File: src/rtl/mem_entry_loader_pkg.sv
// Shared constants for the memory entry loader: FSM state encoding and parameter defaults.
package mem_entry_loader_pkg;

  localparam int unsigned WIDTH_DEF   = 16;
  localparam int unsigned AW_DEF      = 8;
  localparam int unsigned TIMEOUT_DEF = 15;
  localparam int unsigned STATE_W     = 2;

  typedef logic [STATE_W-1:0] state_t;

  localparam state_t IDLE = 2'd0;
  localparam state_t REQ  = 2'd1;
  localparam state_t DONE = 2'd2;

  // Bits needed to hold 0..max_val.
  function automatic int unsigned cnt_width(input int unsigned max_val);
    return (max_val < 1) ? 1 : $clog2(max_val + 1);
  endfunction

endpackage

File: src/rtl/mem_entry_loader_wait_timer.sv
// Clearable wait counter with a terminal-count flag at TIMEOUT.
module wait_timer
  import mem_entry_loader_pkg::*;
#(
  parameter int unsigned TIMEOUT = TIMEOUT_DEF
) (
  input  logic clk,
  input  logic rst,
  input  logic clear,
  input  logic enable,
  output logic terminal_c
);

  localparam int unsigned CW = cnt_width(TIMEOUT);

  logic [CW-1:0] count;

  always_ff @(posedge clk or posedge rst) begin
    if (rst)         count <= '0;
    else if (clear)  count <= '0;
    else if (enable) count <= count + CW'(1);
  end

  assign terminal_c = (count == CW'(TIMEOUT));

endmodule

File: src/rtl/mem_entry_loader.sv
// Loads operator switch values into memory one word at a time via a req/ack write port.
module mem_entry_loader
  import mem_entry_loader_pkg::*;
#(
  parameter int unsigned WIDTH   = WIDTH_DEF,
  parameter int unsigned AW      = AW_DEF,
  parameter int unsigned TIMEOUT = TIMEOUT_DEF
) (
  input  logic             Clock,
  input  logic             Reset,
  input  logic             LoadAddr,
  input  logic             LoadData,
  input  logic [WIDTH-1:0] Sw,
  input  logic             WrAck,
  output logic             WrReq,
  output logic [AW-1:0]    WrAddr,
  output logic [WIDTH-1:0] WrData,
  output logic [AW-1:0]    Addr,
  output logic [AW-1:0]    Count,
  output logic             Busy,
  output logic             Error
);

  state_t state;
  state_t state_nxt;
  logic   timeout_c;
  logic   strobe_drop;
  logic   timeout_hit;

  wait_timer #(.TIMEOUT(TIMEOUT)) u_wait_timer (
    .clk        (Clock),
    .rst        (Reset),
    .clear      (state != REQ),
    .enable     ((state == REQ) && !WrAck),
    .terminal_c (timeout_c)
  );

  always_ff @(posedge Clock or posedge Reset) begin
    if (Reset) state <= IDLE;
    else       state <= state_nxt;
  end

  // Ack wins over timeout when both land on the same cycle.
  always_comb begin
    state_nxt = state;
    unique case (state)
      IDLE:    if (LoadData && !LoadAddr) state_nxt = REQ;
      REQ: begin
        if (WrAck)          state_nxt = DONE;
        else if (timeout_c) state_nxt = IDLE;
      end
      DONE:    state_nxt = IDLE;
      default: state_nxt = IDLE;
    endcase
  end

  assign WrReq = (state == REQ);
  assign Busy  = (state != IDLE);

  assign strobe_drop = (state != IDLE) && (LoadAddr || LoadData);
  assign timeout_hit = (state == REQ) && !WrAck && timeout_c;

  // Address pointer, write latches, write counter and sticky error.
  always_ff @(posedge Clock or posedge Reset) begin
    if (Reset) begin
      Addr   <= '0;
      Count  <= '0;
      WrAddr <= '0;
      WrData <= '0;
      Error  <= 1'b0;
    end else begin
      if (state == IDLE) begin
        if (LoadAddr) begin
          Addr <= Sw[AW-1:0];
        end else if (LoadData) begin
          WrAddr <= Addr;
          WrData <= Sw;
        end
      end
      if (state == DONE) begin
        Addr <= Addr + AW'(1);
        if (Count != '1) Count <= Count + AW'(1);
      end
      if (strobe_drop || timeout_hit) Error <= 1'b1;
    end
  end

endmodule

File: config.mk
export PLATFORM = sky130hd
export DESIGN_NAME = mem_entry_loader
export DESIGN_NICKNAME = d
export VERILOG_FILES = /design/src/rtl/mem_entry_loader_pkg.sv /design/src/rtl/mem_entry_loader_wait_timer.sv /design/src/rtl/mem_entry_loader.sv
export SDC_FILE = /design/constraint.sdc
export NUM_CORES = 1
export LEC_CHECK = 0
export ABC_AREA = 1
export CAP_MARGIN = 10
export CORE_UTILIZATION = 35
export DETAILED_ROUTE_END_ITERATION = 12
export HOLD_SLACK_MARGIN = 0.1
export PLACE_DENSITY = 0.68
export SLEW_MARGIN = 20
export SYNTH_ARGS = -nofsm -noshare
export SYNTH_HDL_FRONTEND = slang
export SYNTH_SLANG_ARGS = --single-unit
File: constraint.sdc
create_clock -name Clock -period 2.7 [get_ports Clock]
set_clock_uncertainty 0.15 [all_clocks]
set_input_delay 0.81 -clock Clock [delete_from_list [all_inputs] [get_ports Clock]]
set_output_delay 0.81 -clock Clock [all_outputs]
set_load 0.005 [all_outputs]
==> run_results.csv <==
group,metric,value,unit
detailed_routing,drt_iter0_drc,110,
finish,nets,363,
placed_design,routabilityCongestion,0.832,
clock_tree,clkSinkCount,47,
placed_design,pre_cts_ws,0.459,ns
timing,timing_hold_violations_final,0,
floorplanning,die_w,82.1,um
finish,drive_gt1_share,7.06,%
critical_path,required,1.74,ns
power,p_sw_share,29.0,%
floorplanning,dieArea,0.00673,mm2
clock_tree,htreeDepth,2,
critical_path,critical_path_arrival,1.53,ns
yosys,synth_cell_types,26,
yosys,synth_area,0.00224,mm2
detailed_routing,post_drt_wl_per_cell,11.6,um
floorplanning,die_h,82.1,um
timing,setup_viol,0,
timing,period_share,92.3,%
detailed_routing,drc_errors,0,
run,max-cap-violations,0,
global_routing,grt_pass1_wl,8160,um
power,clockPowerShare,25.3,%
critical_path,path_max_fanout,5,
status,status,"finished, final reports clean",
detailed_routing,vias_per_cell,4.57,
detailed_routing,antenna_left,0,
floorplanning,start_util,37.0,%
yosys,yosys_most_used_dff,"dfrtp_1",
global_routing,antenna_found_initial,0,
power,internal_power,1.68,mW
timing,setup_tns,0,ns
finish,design_area,0.00309,mm2
finish,n_antenna_cell,0,
detailed_routing,met2_length,2290,um
placed_design,io_buffers,63,
timing,maxSlewViolCount,0,
yosys,synth_top_area_cell,"dfrtp_1",
floorplanning,pin_count,64,
yosys,synth_cells,272,
yosys,synth_top_area_share,52.4,%
hold_path,hold_path.class,"reg -> reg",
placed_design,dpl_cell_area,0.00296,mm2
clock_tree,cts_buffers,5,
yosys,synthArstFlopShare,100,%
clock_tree,cts_resized,0,
global_routing,grt_usage,16.1,%
yosys,yosysMostFrequentCell,"nand2_1",
yosys,synth_top_cells_by_area,"dfrtp_1, nand2_1, inv_1",
yosys,synth_enable_flop_cells,0,
clock_tree,holdBufCountCts,0,
detailed_routing,met3_length,227,um
clock_tree,cts.path.max_buffers,2,
yosys,yosysWarnings,0,
power,power,2.37,mW
detailed_routing,met1_length,2260,um
yosys,yosysSeqAreaShare,52.4,%
clock_tree,cts_tree,"yes",
critical_path,cp-end-kind,"output pin",
clock_tree,clkTransAtPathRegs,0.09,ns
global_routing,grt_overflow,0,
timing,min_period,2.49,ns
power,ir_worst_vdd,0.364,mV
clock_tree,clk-insertion-delay-late,0.29,ns
floorplanning,core_area,0.00606,mm2
detailed_routing,drtPass1Iterations,4,
critical_path,critPathKind,"reg -> out",
detailed_routing,vias,1897,
timing,relSlewSlack,69.3,%
global_routing,grt_pass1_vias,1757,
finish,syn2layout_area_growth,37.9,%
timing,rsz0062_at_grt,"false",
yosys,yosys-top-cells-count,"nand2_1, dfrtp_1, inv_1",
timing,timing.final.ws_setup,0.209,ns
power,power_switching,0.685,mW
timing,worst_slew_pin_slew,0.460,ns
yosys,postSynthAreaPerCell,8.25,um2
yosys,synth.ff_latch_count,47,
floorplanning,placementRows,28,
yosys,syn_nets,296,
clock_tree,post_cts_buffers,0,
detailed_routing,top_layer_used,"met4",
global_routing,grt_max_degree,37,
detailed_routing,drt_wl_total,4830,um
power,p_seq_share,42.8,%
timing,fmax,0.401,GHz
power,p_leak,1.53,nW
power,pwr-share-comb,31.9,%
power,cellPowerDensity,765,mW/mm2
clock_tree,clockRootBuffer,"clkbuf_8",
placed_design,dp_hpwl,3620,um
critical_path,start_kind,"register",
finish,final_core_util,51.1,%
cells in the final DEF, fill, tap and decap left out, drive strengths merged:
master	Yosys	routed
nand4	4	4
clkdlybuf4s50	0	63
clkbuf	2	6
a21oi	2	2
buf	4	3
dfrtp	47	47
nand3	15	15
ha	3	3
nand2	83	83
o211ai	2	2
nand3b	1	1
xnor2	2	2
inv	46	46
nor2	14	14
xor2	4	4
bufinv	0	2
o21ai	42	42
a22o	1	1
layer usage:
metal  vias up  GRT usage [%]
met5         -              0
met4         0           4.39
met3         2           4.11
met2        49           25.7
met1       861           21.4
li1        985              -
sequential cells by signal, indices dropped and copies added, names as in the netlist:
signal,count
Count,8
WrAddr,8
u_wait_timer.count,4
Addr,8
state,2
WrData,16
Error,1
area by class of cell:
type	instances	area [um2]
repair buffers	66	666
clock buffers	6	72.6
flip-flops and latches	47	1180
inverters	46	173
clock inverters	2	60.1
well taps	75	93.8
multi-input cells	173	853
fillers	582	2970
worst paths after layout:
path / cells after the start / startpoint / end / slack, ns
max in group asynchronous: 3 / Reset / Addr[7] / 1.21
min in group asynchronous: 2 / Reset / WrData[5] / 0.70
max reg2reg: 8 / Count[1] / Count[4] / 1.09
min: 2 / WrData[11] / WrData[11] / 0.34
max: 3 / state[0] / WrReq / 0.21
min reg2reg: 2 / WrData[11] / WrData[11] / 0.34
worst max-delay path, stage by stage, from the launching register on:
cell             delay (ns)
dfrtp_1                0.36
inv_1                  0.07
nor2_1                 0.25
clkdlybuf4s50_1        0.56
logic make-up after synthesis:
family                     after synthesis  synth area share [%]
DFF                                     47                  52.4
AOI/OAI and AO/OA                       47                  11.7
adders and majority gates                3                  1.67
buffers and inverters                   52                  9.54
and+or+nand+nor                        117                  22.3
xor gates and xnor gates                 6                  2.34
power groups by stage:
stage	clock [mW]	combinational, mW	sequential [mW]
2_1_floorplan	0	0.315	1.02
3_3_place_gp	0	0.755	1.02
3_5_place_dp	0	0.763	1.03
4_1_cts	0.620	0.767	1.02
5_1_grt	0.655	0.858	1.04
6_report	0.598	0.756	1.01
metrics by stage:
stage,hold slack (ns),cells
after floorplan,0.320,272
after global placement,0.315,407
after detailed placement,0.322,407
after CTS,0.345,415
after global routing,0.367,415
final,0.338,415
No activity file was read; power rests on OpenSTA's default activity.
